<file path="config.mk">
export PLATFORM = sky130hd
export DESIGN_NAME = pkt_rx_ctrl
export DESIGN_NICKNAME = d
export VERILOG_FILES = /design/src/rtl/pkt_rx_ctrl.sv
export SDC_FILE = /design/constraint.sdc
export NUM_CORES = 1
export LEC_CHECK = 0
export ABC_AREA = 1
export BUFFER_PORTS_ARGS = -buffer_cell sky130_fd_sc_hd__buf_2
export CAP_MARGIN = 10
export CORE_MARGIN = 2
export CORE_UTILIZATION = 59
export DETAILED_ROUTE_END_ITERATION = 10
export GPL_ROUTABILITY_DRIVEN = 0
export PLACE_DENSITY = 0.9
export SETUP_SLACK_MARGIN = 0.15
export SYNTH_ARGS = -nofsm -noshare
export SYNTH_HDL_FRONTEND = slang
export SYNTH_SLANG_ARGS = --single-unit
export TNS_END_PERCENT = 10
</file>
<file path="constraint.sdc">
create_clock -name clk -period 1.85 [get_ports clk]
set_input_delay 0.37 -clock clk [delete_from_list [all_inputs] [get_ports clk]]
set_output_delay 0.37 -clock clk [all_outputs]
set_load 0.01 [all_outputs]
</file>
<file path="src/rtl/pkt_rx_ctrl.sv">
// Serial packet receiver: hunts for a header byte, reads a length byte, then deserializes
// the payload MSB first onto a single-entry valid/ready byte interface with framing pulses.
module pkt_rx_ctrl #(
    parameter logic [7:0]  HEADER  = 8'hB6,
    parameter int unsigned MAX_LEN = 16
) (
    input  logic       clk,
    input  logic       rst,
    input  logic       in_valid,
    input  logic       in_bit,
    output logic [7:0] out_data,
    output logic       out_valid,
    input  logic       out_ready,
    output logic       out_last,
    output logic       hdr_seen,
    output logic       len_err,
    output logic       overrun,
    output logic       pkt_done,
    output logic       busy
);

    typedef enum logic [1:0] {StHunt, StLen, StPayload} state_e;

    state_e     state_q, state_d;
    logic [7:0] sreg_q, sreg_d;
    logic [2:0] bit_cnt_q, bit_cnt_d;
    logic [3:0] fill_q, fill_d;
    logic [7:0] rem_q, rem_d;
    logic [7:0] out_data_q, out_data_d;
    logic       out_valid_q, out_valid_d;
    logic       out_last_q, out_last_d;
    logic       hdr_seen_q, hdr_seen_d;
    logic       len_err_q, len_err_d;
    logic       overrun_q, overrun_d;
    logic       pkt_done_q, pkt_done_d;
    logic       busy_q, busy_d;

    logic [7:0] shifted;
    logic       byte_done;
    logic       holding_free;
    logic       enter_hunt;

    assign shifted      = {sreg_q[6:0], in_bit};
    assign byte_done    = (bit_cnt_q == 3'd7);
    // The held byte may be replaced in the same cycle the consumer takes it.
    assign holding_free = !out_valid_q || out_ready;

    always_comb begin
        state_d     = state_q;
        sreg_d      = sreg_q;
        bit_cnt_d   = bit_cnt_q;
        fill_d      = fill_q;
        rem_d       = rem_q;
        out_data_d  = out_data_q;
        out_valid_d = out_valid_q;
        out_last_d  = out_last_q;
        hdr_seen_d  = 1'b0;
        len_err_d   = 1'b0;
        overrun_d   = 1'b0;
        pkt_done_d  = 1'b0;
        enter_hunt  = 1'b0;

        if (out_valid_q && out_ready) begin
            out_valid_d = 1'b0;
        end

        if (in_valid) begin
            unique case (state_q)
                StHunt: begin
                    sreg_d = shifted;
                    if (fill_q != 4'd8) begin
                        fill_d = fill_q + 4'd1;
                    end
                    // Require seven real bits already shifted in, so reset zeros never match.
                    if (fill_q >= 4'd7 && shifted == HEADER) begin
                        hdr_seen_d = 1'b1;
                        state_d    = StLen;
                        bit_cnt_d  = 3'd0;
                        sreg_d     = 8'd0;
                    end
                end
                StLen: begin
                    sreg_d    = shifted;
                    bit_cnt_d = bit_cnt_q + 3'd1;
                    if (byte_done) begin
                        if (shifted == 8'd0) begin
                            pkt_done_d = 1'b1;
                            enter_hunt = 1'b1;
                        end else if (32'(shifted) > MAX_LEN) begin
                            len_err_d  = 1'b1;
                            enter_hunt = 1'b1;
                        end else begin
                            rem_d   = shifted;
                            state_d = StPayload;
                        end
                    end
                end
                StPayload: begin
                    sreg_d    = shifted;
                    bit_cnt_d = bit_cnt_q + 3'd1;
                    if (byte_done) begin
                        if (holding_free) begin
                            out_data_d  = shifted;
                            out_valid_d = 1'b1;
                            out_last_d  = (rem_q == 8'd1);
                        end else begin
                            overrun_d = 1'b1;
                        end
                        rem_d = rem_q - 8'd1;
                        if (rem_q == 8'd1) begin
                            pkt_done_d = 1'b1;
                            enter_hunt = 1'b1;
                        end
                    end
                end
                default: begin
                    enter_hunt = 1'b1;
                end
            endcase
        end

        // Clearing the hunt window keeps payload bits from forming a header.
        if (enter_hunt) begin
            state_d   = StHunt;
            sreg_d    = 8'd0;
            fill_d    = 4'd0;
            bit_cnt_d = 3'd0;
        end

        busy_d = (state_d != StHunt);
    end

    always_ff @(posedge clk or posedge rst) begin
        if (rst) begin
            state_q     <= StHunt;
            sreg_q      <= 8'd0;
            bit_cnt_q   <= 3'd0;
            fill_q      <= 4'd0;
            rem_q       <= 8'd0;
            out_data_q  <= 8'd0;
            out_valid_q <= 1'b0;
            out_last_q  <= 1'b0;
            hdr_seen_q  <= 1'b0;
            len_err_q   <= 1'b0;
            overrun_q   <= 1'b0;
            pkt_done_q  <= 1'b0;
            busy_q      <= 1'b0;
        end else begin
            state_q     <= state_d;
            sreg_q      <= sreg_d;
            bit_cnt_q   <= bit_cnt_d;
            fill_q      <= fill_d;
            rem_q       <= rem_d;
            out_data_q  <= out_data_d;
            out_valid_q <= out_valid_d;
            out_last_q  <= out_last_d;
            hdr_seen_q  <= hdr_seen_d;
            len_err_q   <= len_err_d;
            overrun_q   <= overrun_d;
            pkt_done_q  <= pkt_done_d;
            busy_q      <= busy_d;
        end
    end

    assign out_data  = out_data_q;
    assign out_valid = out_valid_q;
    assign out_last  = out_last_q;
    assign hdr_seen  = hdr_seen_q;
    assign len_err   = len_err_q;
    assign overrun   = overrun_q;
    assign pkt_done  = pkt_done_q;
    assign busy      = busy_q;

endmodule

</file>
**Yosys cells after proc, flatten, opt, wreduce, memory -nomap -nowiden**

Index checks and enable logic that the tools add are counted.
Widths: inputs -> output; s select.

- Bits in registers: 39
- Bits of input ports: 5
- Logic and storage cells: 98

- Add/subtract/negate cells: 3
- Order comparisons: 2
- Eq/ne operators: 11
- Muxes and demuxes: 51
- Reduce and logical (&&, ||, !) cells: 18

Operators with widths:

| operator | count |
|---|---|
| $mux 8 | 4 |
| $mux 1 | 25 |
| $mux 7 | 3 |
| $mux 4 | 4 |
| $pmux 8 s2 | 1 |
| $pmux 7 s2 | 1 |
| $mux 2 | 6 |
| $reduce_bool 2->1 | 5 |
| $mux 3 | 3 |
| $eq 8x1->1 const B | 1 |
| $eq 8x8->1 const B | 1 |
| $gt 8x5->1 const B | 1 |
| $logic_not 8->1 | 1 |
| $ne 2x2->1 const B | 4 |
| $sub 8x1->8 const B | 1 |
| $pmux 3 s2 | 1 |
| $reduce_and 3->1 | 2 |
| $reduce_and 6->1 | 1 |
| $add 4x1->4 const B | 1 |
| $ge 4x3->1 const B | 1 |
| $ne 4x4->1 const B | 1 |
| $pmux 2 s2 | 1 |
| $reduce_and 4->1 | 1 |
| $add 3x1->3 const B | 1 |
| 13 further kinds | 14 |

**Longest topological paths before layout**

- Depth in word-level cells: 8
- Depth in mapped cells: 10

**Worst setup path before layout**

Ideal clock, no wire load.

- Path kind: register to register
- Start point: reg bit_cnt_q[0]
- End point: reg bit_cnt_q[0]
- Arrival: 1.509 ns
- Required time: 1.785 ns
- Setup slack: 0.275 ns
- Cell stages (with the launch flop): 11
- Path buffers: 1
- Clock period less this slack: 1.575 ns
- Cells stage by stage: dfrtp_1 -> ha_1 -> ha_1 -> nand2_1 -> inv_1 -> a21oi_2 -> nand2_2 -> nand2_4 -> buf_6 -> nand4_1 -> nand2_1

- Longest elaborated chain between the ends: 6
- Elaborated cells between the ends (all ways): 13
- Those cells by class: add/sub: 1; eq/ne: 2; mux: 7; reduce/logical: 3

Ends and longest elaborated chain:

| element | RTL line | source |
|---|---|---|
| start, declared | 26 | `logic [2:0] bit_cnt_q, bit_cnt_d;` |
| start signal, assigned | 151 | `bit_cnt_q <= bit_cnt_d;` |
| $eq 3x3->1 | 44 | `assign byte_done = (bit_cnt_q == 3'd7);` |
| $mux 1 (on tied branches) | 101, 85 |  |
| $pmux 1 s3 | 68 | `unique case (state_q)` |
| $mux 1 | 67 | `if (in_valid) begin` |
| $ne 3x3->1 (no line) (tied with other cells) | n/a |  |
| $reduce_and 3->1 (no line) | n/a |  |

Parallel ways exist; a longest one is shown, timed or not. The select of a mux whose other input is x is not followed.
A chain may end at the register's enable or synchronous reset.

**Final worst setup path**

- Start point: reg bit_cnt_q[0]
- End point: reg fill_q[0]

- Longest elaborated chain between the ends: 6
- Elaborated cells between the ends (all ways): 10
- Those cells by class: eq/ne: 1; mux: 5; reduce/logical: 4

Ends and longest elaborated chain:

| element | RTL line | source |
|---|---|---|
| $eq 3x3->1 * | 44 |  |
| $mux 1 (on tied branches) | 101, 85 |  |
| $pmux 1 s3 * | 68 |  |
| $mux 1 * | 67 |  |
| $reduce_bool 2->1 (no line) | n/a |  |
| $reduce_and 3->1 (no line) | n/a |  |
| end signal, assigned | 152 | `fill_q <= fill_d;` |
| end, declared | 27 | `logic [3:0] fill_q, fill_d;` |

Every way passes the cells marked *; elsewhere a longest branch is shown, timed or not.

==> impl_metrics.csv <==
group,metric,value,unit
status,status,"complete, no violations",
cts,ctsRootBufferMaster,"clkbuf_8",
grt,grt_max_degree,40,
power_and_ir_drop,peakVddDrop,0.604,mV
cts,ctsHoldBuffers,0,
sta,period_minus_slack,1.68,ns
worst_setup_path,cp_slowest_cell,"dfrtp_1",
die,core,0.00361,mm^2
power_and_ir_drop,clockPowerShare,31.5,%
grt,grt_pass1_vias,1795,
synthesis,syn_area_per_cell,8.04,um^2
routing,drt-met1-wl,2110,um
routing,vias_per_cell,5.49,
synthesis,synth_area,0.00218,mm^2
sta,worst_slew_margin_rel,67.7,%
sta,hold_violations,0,
power_and_ir_drop,p_int,0.00156,W
die,dieHeight,64.8,um
worst_setup_path,timing.rr.start,"bit_cnt_q[0]",
routing,drt_pre_antenna_iters,4,
cts,htree_levels,2,
sta,rsz0062_at_grt,"true",
sta,fin_skew,0.0122,ns
routing,met3RoutedLength,300,um
power_and_ir_drop,power_density,886,mW/mm^2
routing,wl,4900,um
worst_setup_path,crit_path_max_incr_delay,0.40,ns
sta,fin_crit_sh,90.8,%
worst_setup_path,regToRegEndpoint,"fill_q[0]",
synthesis,ys_types,33,
die,ioPinCount,20,
routing,drtAntennaViolNets,0,
synthesis,ys_seq_elements,39,
worst_setup_path,crit_start,"bit_cnt_q[0]",
routing,wl_per_cell,13.8,um
sta,tightest_slew,0.485,ns
final_layout,final_layout_size_suffix_gt1_share,25.2,%
cts,clock_latency,0.30,ns
worst_setup_path,path_max_fanout,8,
final_layout,nNetsFinal,320,
sta,setup_viol,0,
routing,drt_iter0_markers,109,
min_path,worst_hold_path_type,"input port to asynchronous set/reset pin",
final_layout,area_growth_syn_to_layout,18.9,%
power_and_ir_drop,p_total,0.00229,W
sta,finalSetupTns,0,ns
synthesis,syn_nets,286,
worst_setup_path,worst-setup-path-type,"flop to flop",
flow_run,maxCapViolCount,0,
routing,top_layer_used,"met4",
grt,track_usage,25.5,%
routing,num_vias,1943,
worst_setup_path,cp.required,2.08,ns
worst_setup_path,crit_chain,"ha_2, ha_4, nand2_1, inv_1, a21oi_2, nand2_4, nand2_8, buf_4, and3_1",
worst_setup_path,r2r_slack,0.17,ns
power_and_ir_drop,p_sw_share,32.2,%
grt,grt_pass1_wl,8050,um
synthesis,seq_area_frac_synth,44.8,%
worst_setup_path,worst_setup_path_end_kind,"flop",
grt,grt_overflow,0,
place,place_hpwl,3300,um
die,fp.dieW,64.8,um
cts,clk_pin_slew,0.08,ns
power_and_ir_drop,power_leakage,1.35,nW
cts,tritoncts,"done",
cts,cts_buffers,5,
worst_setup_path,worstSetupStartpointType,"flop",
synthesis,syn_inst,271,
routing,drcViolationCount,0,
sta,finalMaxSlewViolations,0,
cts,cts_num_sinks,39,
sta,max_freq,595,MHz
worst_setup_path,critical_path_arrival,1.91,ns
place,io_buffer_count,19,
power_and_ir_drop,power_switching,0.000739,W
die,die_area,0.00419,mm^2
routing,wl_met2,2350,um
synthesis,yosysWarnings,0,
worst_setup_path,reg2regPathDepth,9,
die,initial_core_util,60.4,%
die,placement_rows,22,
grt,grt_antenna_before_repair,0,
cts,cts_buffer_depth,2,
power_and_ir_drop,p_seq_share,46.0,%
power_and_ir_drop,power_frac_comb,22.5,%
final_layout,diodes,0,
worst max path at each step:
stage / to / slack (ns)
6_report: fill_q[0] / 0.17
3_3_place_gp: sreg_q[3] / 0.17
3_5_place_dp: sreg_q[4] / 0.06
5_1_grt: fill_q[0] / 0.1
2_1_floorplan: bit_cnt_q[0] / 0.28
4_1_cts: rem_q[1] / 0.14
synth_stat cells, drive strengths merged:
master  instances  share of area, %
nor2           21               4.9
nand3b          1              0.34
o21bai          1              0.52
nand3          14               3.7
o211ai          5               2.0
clkbuf          1              0.17
inv            40               6.9
buf             5               1.8
o21ai          27               6.2
a21oi          12               3.3
nand4           5               1.4
a21o            1              0.34
and3            1              0.29
a22oi           1              0.34
dfrtp          39                45
nand2          75                14
o32ai           1              0.40
ha             10               5.7
clkinv          1              0.17
xor2            2              0.80
nor3            8               2.1
cell usage in the layout, fill, tap and decap left out, types with 2 or more instances in the layout:
| cell type | synthesis | routed |
|---|---|---|
| nor2_2 | 5 | 4 |
| a21oi_1 | 9 | 9 |
| inv_1 | 37 | 35 |
| nand2_1 | 69 | 68 |
| clkbuf_8 | 0 | 5 |
| xor2_1 | 2 | 2 |
| buf_2 | 2 | 19 |
| buf_4 | 1 | 12 |
| o21ai_1 | 10 | 13 |
| o21ai_2 | 0 | 2 |
| nor3_1 | 7 | 7 |
| ha_1 | 10 | 6 |
| nor2_4 | 2 | 4 |
| nand2_4 | 1 | 3 |
| dfrtp_1 | 39 | 38 |
| ha_2 | 0 | 3 |
| nand4_1 | 5 | 5 |
| nand2_2 | 5 | 4 |
| nand3_1 | 12 | 12 |
| o211ai_1 | 4 | 4 |
| nor2_1 | 14 | 13 |
| o21ai_0 | 17 | 12 |
| nand3_2 | 2 | 2 |
| a21oi_2 | 3 | 3 |
| inv_2 | 3 | 5 |
per-stage QoR:
stage | worst slack [ns] | utilization, % | cells | hold slack (ns) | area (um^2)
3_5_place_dp | 0.0636 | 64.7 | 338 | 0.459 | 2330
5_1_grt | 0.0952 | 71.8 | 354 | 0.208 | 2590
6_report | 0.170 | 71.8 | 354 | 0.175 | 2590
4_1_cts | 0.140 | 69.3 | 348 | 0.183 | 2500
2_1_floorplan | 0.275 | - | 271 | 0.472 | 2180
3_3_place_gp | 0.166 | 64.7 | 338 | 0.452 | 2330
per-layer routing:
layer | GRT usage (%) | vias to the layer above
li1 | - | 944
met4 | 13.0 | 0
met3 | 5.03 | 15
met1 | 33.4 | 920
met5 | 0 | -
met2 | 40.3 | 64
final cells by class:
class                           count  area (um^2)
Clock inverter                      3         46.3
Inverter                           41          156
Multi-Input combinational cell    186         1080
Sequential cell                    39          977
Tap cell                           48         60.1
Fill cell                         261         1020
Clock buffer                        5         68.8
Timing Repair Buffer               32          196
cell families after synthesis:
logic type | Yosys count | synth area share (%)
xor gates and xnor gates | 2 | 0.804
DFF | 39 | 44.8
buffers and inverters | 47 | 9.07
AOI/OAI and AO/OA | 48 | 13.0
and+or+nand+nor | 125 | 26.5
adders and majority gates | 10 | 5.74
registers in the layout (all words and copies together) (netlist names), 2 cells and up:
signal	count
rem_q	8
out_data	8
fill_q	4
state_q	2
sreg_q	7
bit_cnt_q	3
power groups by stage:
stage	registers (W)	logic [W]	clock network, W
floorplan	0.00106	0.000356	0
global route	0.00107	0.000587	0.000779
detailed placement	0.00107	0.000482	0
finish	0.00106	0.000516	0.000722
global placement	0.00106	0.000466	0
CTS	0.00105	0.000500	0.000737
critical path, delay by kind of cell (launching register included):
kind            cells  cell delay [ns]
compound gates      1             0.16
fa+ha+maj           2             0.37
buf+inv             2             0.20
flops               1             0.40
simple gates        4             0.48
what timing repair did:
| item | 4_1_cts | 5_1_grt |
|---|---|---|
| gates resized for setup | 6 | 20 |
| cloned | 1 | 0 |
| endpoints found under the setup margin | 12 | 32 |
| pin swaps | 2 | 6 |
| hold endpoints to repair | 0 | 0 |
| setup buffers | 1 | 6 |
(Power assumes the default switching activity.)
